## src/rtl/sipo_deserializer.sv

```systemverilog
// Serial-in / parallel-out deserializer with framing, selectable bit order,
// a one-word output holding register and a sticky overrun flag.
module sipo_deserializer #(
  parameter int N = 4
) (
  input  logic                       clk,
  input  logic                       reset_n,
  input  logic                       serial_in,
  input  logic                       bit_valid,
  input  logic                       frame_start,
  input  logic                       dir,
  input  logic                       abort,
  input  logic                       out_ready,
  input  logic                       clr_overrun,
  output logic [N-1:0]               out_data,
  output logic                       out_valid,
  output logic                       overrun,
  output logic [$clog2(N+1)-1:0]     bit_cnt
);

  localparam int CW = $clog2(N+1);
  localparam logic [CW-1:0] LP_N = CW'(N);

  typedef enum logic {IDLE, ACTIVE} state_t;

  state_t          r_state;
  state_t          w_state_next;
  logic [N-1:0]    r_sh;
  logic [CW-1:0]   r_bit_cnt;
  logic            r_dir_q;
  logic [N-1:0]    r_out_data;
  logic            r_out_valid;
  logic            r_overrun;

  logic            w_accept;
  logic            w_start;
  logic            w_dir;
  logic [N-1:0]    w_sh_base;
  logic [N-1:0]    w_sh_next;
  logic [CW-1:0]   w_cnt_base;
  logic [CW-1:0]   w_cnt_inc;
  logic            w_complete;
  logic            w_can_load;

  // A bit is taken when framed, or when it opens a new frame; abort masks all.
  assign w_accept   = bit_valid & ~abort & ((r_state == ACTIVE) | frame_start);
  assign w_start    = w_accept & frame_start;
  // A frame-start bit already uses the newly presented bit order.
  assign w_dir      = frame_start ? dir : r_dir_q;
  assign w_sh_base  = w_start ? '0 : r_sh;
  assign w_sh_next  = w_dir ? {serial_in, w_sh_base[N-1:1]}
                            : {w_sh_base[N-2:0], serial_in};
  assign w_cnt_base = w_start ? '0 : r_bit_cnt;
  assign w_cnt_inc  = w_cnt_base + 1'b1;
  assign w_complete = w_accept & (w_cnt_inc == LP_N);
  assign w_can_load = ~r_out_valid | out_ready;

  // Framing state register.
  always_ff @(posedge clk or negedge reset_n) begin
    if (!reset_n) r_state <= IDLE;
    else          r_state <= w_state_next;
  end

  // Framing next state: open on an accepted frame-start bit, close on abort.
  always_comb begin
    w_state_next = r_state;
    unique case (r_state)
      IDLE:    if (bit_valid && frame_start && !abort) w_state_next = ACTIVE;
      ACTIVE:  if (abort) w_state_next = IDLE;
      default: w_state_next = IDLE;
    endcase
  end

  // Shift register, bit counter and latched bit order.
  always_ff @(posedge clk or negedge reset_n) begin
    if (!reset_n) begin
      r_sh      <= '0;
      r_bit_cnt <= '0;
      r_dir_q   <= 1'b0;
    end else if (abort) begin
      r_bit_cnt <= '0;
    end else if (w_accept) begin
      r_sh      <= w_sh_next;
      r_bit_cnt <= w_complete ? '0 : w_cnt_inc;
      if (w_start) r_dir_q <= dir;
    end
  end

  // Output holding register with handshake, plus sticky overrun (set beats clear).
  always_ff @(posedge clk or negedge reset_n) begin
    if (!reset_n) begin
      r_out_data  <= '0;
      r_out_valid <= 1'b0;
      r_overrun   <= 1'b0;
    end else begin
      if (w_complete && w_can_load) begin
        r_out_data  <= w_sh_next;
        r_out_valid <= 1'b1;
      end else if (r_out_valid && out_ready) begin
        r_out_valid <= 1'b0;
      end
      if (w_complete && !w_can_load) r_overrun <= 1'b1;
      else if (clr_overrun)          r_overrun <= 1'b0;
    end
  end

  assign out_data  = r_out_data;
  assign out_valid = r_out_valid;
  assign overrun   = r_overrun;
  assign bit_cnt   = r_bit_cnt;

endmodule

```

## config.mk

```make
export PLATFORM = sky130hd
export DESIGN_NAME = sipo_deserializer
export DESIGN_NICKNAME = d
export VERILOG_FILES = /design/src/rtl/sipo_deserializer.sv
export SDC_FILE = /design/constraint.sdc
export NUM_CORES = 1
export LEC_CHECK = 0
export CAP_MARGIN = 20
export CELL_PAD_IN_SITES_DETAIL_PLACEMENT = 1
export CELL_PAD_IN_SITES_GLOBAL_PLACEMENT = 1
export CORE_MARGIN = 2
export CORE_UTILIZATION = 34
export DETAILED_ROUTE_END_ITERATION = 12
export GPL_ROUTABILITY_DRIVEN = 0
export PLACE_DENSITY = 0.78
export SKIP_CTS_REPAIR_TIMING = 1
export SYNTH_ARGS = -nofsm -noshare
export SYNTH_HDL_FRONTEND = slang
export SYNTH_SLANG_ARGS = --single-unit
```

## constraint.sdc

```tcl
create_clock -name clk -period 1.73 [get_ports clk]
set_input_delay 0.2595 -clock clk [delete_from_list [all_inputs] [get_ports clk]]
set_output_delay 0.2595 -clock clk [all_outputs]
set_load 0.1 [all_outputs]
```

# Word level (Yosys, flattened, before mapping)
# Cells that the tools add are included.
# W data, S select, Z words.
[classes] reduce_logical=12 bitwise_logic=9 add_sub_neg=1 mux=14 eq_ne=1
[ops] op="$mux W3" count=4
[ops] op="$mux W4" count=2
[ops] op="$mux W1" count=7
[ops] op="$reduce_bool A2 Y1" count=3
[ops] op="$logic_and A1 B1 Y1" count=5
[ops] op="$and A1 B1 Y1" count=4
[ops] op="$add A3 B1 Y3 const B" count=1
[ops] op="$eq A3 B3 Y1 const B" count=1
[ops] op="$not A1 Y1" count=3
[ops] op="$reduce_and A3 Y1" count=1
[ops] op="$logic_not A1 Y1" count=2
[ops] op="$or A1 B1 Y1" count=2
[ops] op="$pmux W1 S2" count=1
[ops] op="$reduce_and A2 Y1" count=1
[totals] out_inout_bits=9 word_cells=44 input_bits=9 reg_bits=15

# Logic depth before layout (Yosys ltp)
# Gate-level depths: netlist of the first run.
[depth] depth_word=11 depth_mapped=8 mapped_depth_nobuf=7

# Least setup slack after synthesis of the first run
# OpenSTA, ideal clock, no wires.
[synth_timing] path_kind="reg2reg" from="register r_bit_cnt[0], in the netlist bit_cnt[0]" to="register r_out_data[0], in the netlist out_data[0]" t_required_ns=1.605 arrival_time_ns=2.356 period_less_slack_ns=2.481 stages_incl_launch_ff=7 slack_ns=-0.751 setup_ns=0.125 path_buffers=0 cell_sequence="dfrtp_1 and2_1 ha_1 and4bb_4 o311ai_4 nand2b_4 mux2_4"
[synth_between] elab_chain_cells=5
[synth_lines] item="start, declared" line="29" source="logic [CW-1:0] r_bit_cnt;"
[synth_lines] item="start signal, assigned" line="84" source="r_bit_cnt <= w_complete ? '0 : w_cnt_inc;"
[synth_lines] item="$mux W3" line="53" source="assign w_cnt_base = w_start ? '0 : r_bit_cnt;"
[synth_lines] item="$add A3 B1 Y3" line="54" source="assign w_cnt_inc = w_cnt_base + 1'b1;"
[synth_lines] item="$eq A3 B3 Y1" line="55" source="assign w_complete = w_accept & (w_cnt_inc == LP_N);"
[synth_lines] item="$and A1 B1 Y1" line="55"
[synth_lines] item="$logic_and A1 B1 Y1" line="96" source="if (w_complete && w_can_load) begin"
[synth_lines] item="end signal, assigned" line="97" source="r_out_data <= w_sh_next;"
[synth_lines] item="end, declared" line="31" source="logic [N-1:0] r_out_data;"
# No other way between the ends.
# A chain may end at the register's enable or synchronous reset.

# Final worst setup path of the first run
[layout_timing] from="register r_bit_cnt[0], in the netlist bit_cnt[0]" to="register r_out_data[1], in the netlist out_data[1]"
# The elaborated chain is that of the path after synthesis.

==> flow_summary.ini, run 1 <==
[timing]
min_period_ps = 1960
fmax_mhz = 511
holdWs_ps = 289
hold_viol_final = 0
min_period_over_period_pct = 113
drv_slew = 0
setup_viol = 6
maxSlewHeadroom_pct = 73.8
layout_setup_ws_ps = -227
rsz0062_at_grt = true
fin_skew_ps = 1.53
worst_pin_slew_ps = 381

[synth]
synth_top_area_share_pct = 45.9
yosys.area.top_type = dfrtp_1
syn_area_per_cell_sq_um = 11.7
synth_edf_count = 0
yosysMostFrequentCell = dfrtp_1
ys_top_cells_by_area = dfrtp_1 (46%), mux2_4 (5.5%), mux2i_1 (4.9%)
ys_ff_latch = 15
synth_warnings = 0
syn_inst = 70
postSynth.asyncResetShare_pct = 100
synth_ff_type = dfrtp_1
seq_area_frac_synth_pct = 45.9
syn_nets = 81
syn_area_sq_um = 817
synth.distinct_cells = 31
yosys-top-cells-count = dfrtp_1 (15), inv_1 (6), a21oi_1 (4), mux2i_1 (4)

[global_routing]
antenna_found_initial = 0
track_usage_pct = 16.4
grt_pass1_vias = 714
grt_pass1_wl_um = 3260
overflow = 0
grt_max_degree = 16

[floorplan]
start_util_pct = 36.6
chipWidth_um = 53.0
fp-row-count = 17
dieHeight_um = 53.0
core_sq_mm = 0.00223
ios = 18
die_area_sq_mm = 0.00281

[routing]
drt_first_pass_iters = 4
drcViolationCount = 0
vias = 678
vias_per_cell = 5.06
first_iter_violations = 10
wl_per_cell_um = 16.7
totalWireLength_um = 2240
ant_nets = 0

[placed_design]
dp_hpwl_um = 1660
placed_cells = 128
io_buffers = 17

[layout]
area_delta_synth_final_pct = 58.5
drive_above_1_share_pct = 48.1
n_fill_cell = 232
finalNonFillerCells = 134
num_antenna_cells = 0
fin_nets = 118

[pwr]
combPwrFrac_pct = 26.2
intPower_uw = 582
p_per_area_mw_per_mm2 = 651
leakage_uw = 0.000639
p_switching_uw = 261
clockPowerShare_pct = 24.3
power_frac_seq_pct = 49.5
p_sw_share_pct = 31.0
peakVddDrop_mv = 0.448

[critical_path]
critPathSlowestCell = dfrtp_4
worst_path_largest_cell_delay_ps = 490
endpoint_kind = flop
cp_cell_sequence = and2_4, ha_4, and3b_2, o311ai_4, nand2b_4, mux2_4
arrival_ps = 2130
worst-setup-path-type = flop to flop
worstPathMaxFanout = 4
cp-start-kind = flop
required_ps = 1900

[clocking]
cts_tree = yes
clock-root-buffer = clkbuf_4
numCtsBuffers = 3
cts_buffer_depth = 2
cts.clk_slew.worst_paths_ps = 100
worst_skew_pair.late_latency_ps = 280
cts_htree_levels = 1
clock-sinks = 15

[worst_hold_path]
hold_path_class = primary input to async pin

[status]
violations = negative setup slack
outcome = complete, but fails checks

[run]
cap_violations = 0
## logic make-up (layout without fill, tap and decap cells)
| family | after synthesis | after routing | share of synthesized area (%) |
|---|---|---|---|
| simple gates | 20 | 20 | 17.5 |
| compound gates | 15 | 15 | 14.2 |
| flops | 15 | 15 | 45.9 |
| mux | 10 | 10 | 14.5 |
| buf+inv | 8 | 44 | 4.75 |
| fa+ha+maj | 2 | 2 | 3.06 |
## cells in the final DEF (no fill, tap or decap), types with 2 or more instances in the layout
cell	Yosys	routed
buf_4	0	17
dfrtp_1	15	12
buf_12	0	9
inv_1	6	6
clkdlybuf4s50_1	0	5
mux2i_1	4	4
a21oi_1	4	4
and2_4	1	3
nor2_1	3	3
mux2_4	3	3
o22ai_1	3	3
mux2_2	3	3
clkbuf_4	0	3
dlymetal6s2s_1	0	3
nand3b_1	2	2
nand2_1	2	2
nand2b_1	2	2
dfrtp_4	0	2
## per-stage QoR
step	worst slack, ps	setup TNS, ps	power, uW	area, sq um	utilization (%)
after CTS	-325	-1820	828	1260	56.5
after floorplan	-342	-1200	527	843	-
after detailed placement	-618	-5340	630	1230	55.3
after global routing	-272	-1330	883	1290	58.0
after global placement	-502	-4190	618	1230	55.3
final	-227	-948	843	1290	58.0
## power by group through the flow
stage | logic, uW | registers, uW | clock network [uW]
2_1_floorplan | 96.0 | 431 | 0
3_5_place_dp | 208 | 422 | 0
3_3_place_gp | 199 | 419 | 0
6_report | 221 | 417 | 205
4_1_cts | 210 | 416 | 203
5_1_grt | 240 | 422 | 221
## final timing paths
check / start / slack, ps / cells after the start / to
max in group asynchronous: reset_n / 1240 / 2 / bit_cnt[1]
min: reset_n / 290 / 2 / bit_cnt[0]
min in group clk: abort / 290 / 3 / bit_cnt[0]
max: bit_cnt[0] / -230 / 6 / out_data[1]
min reg2reg: r_sh[0] / 560 / 1 / r_sh[0]
max reg2reg: bit_cnt[0] / -230 / 6 / out_data[1]
## registers in the layout (all words and copies together), names as in the netlist
| signal | flops |
|---|---|
| r_sh | 4 |
| bit_cnt | 3 |
| r_dir_q | 1 |
| r_state | 1 |
| out_data | 4 |
| out_valid | 1 |
| overrun | 1 |
## metal layers
metal | wire length (um) | track usage (%) | share of wire (%) | vias to the layer above
met3 | 77 | 2.54 | 3.4 | 6
li1 | - | - | - | 317
met1 | 953 | 20.1 | 43 | 336
met5 | 0 | 0 | 0 | -
met2 | 1160 | 30.6 | 52 | 19
met4 | 51 | 2.56 | 2.3 | 0
## area by class of cell
cell class                 count  area [sq um]  share of cell area, %
multi-input combinational     47           430                   33.2
timing repair buffer          34           395                   30.5
sequential                    15           384                   29.7
tap                           28          35.0                   2.71
clock buffer                   3          22.5                   1.74
inverter                       6          22.5                   1.74
clock inverter                 1          5.00                  0.386
## critical path: cells and delay by family (launching register included)
family | cells | cell delay [ps]
compound gates | 1 | 290
fa+ha+maj | 1 | 160
flops | 1 | 490
mux | 1 | 300
simple gates | 3 | 610
(Power assumes the default switching activity.)
==> inputs of run 2 (changes only) <==
- ABC_CLOCK_PERIOD_IN_PS: unset -> 1730
==> results of run 2 <==
The final DEF is identical to that of run 1; final timing and power are the same.
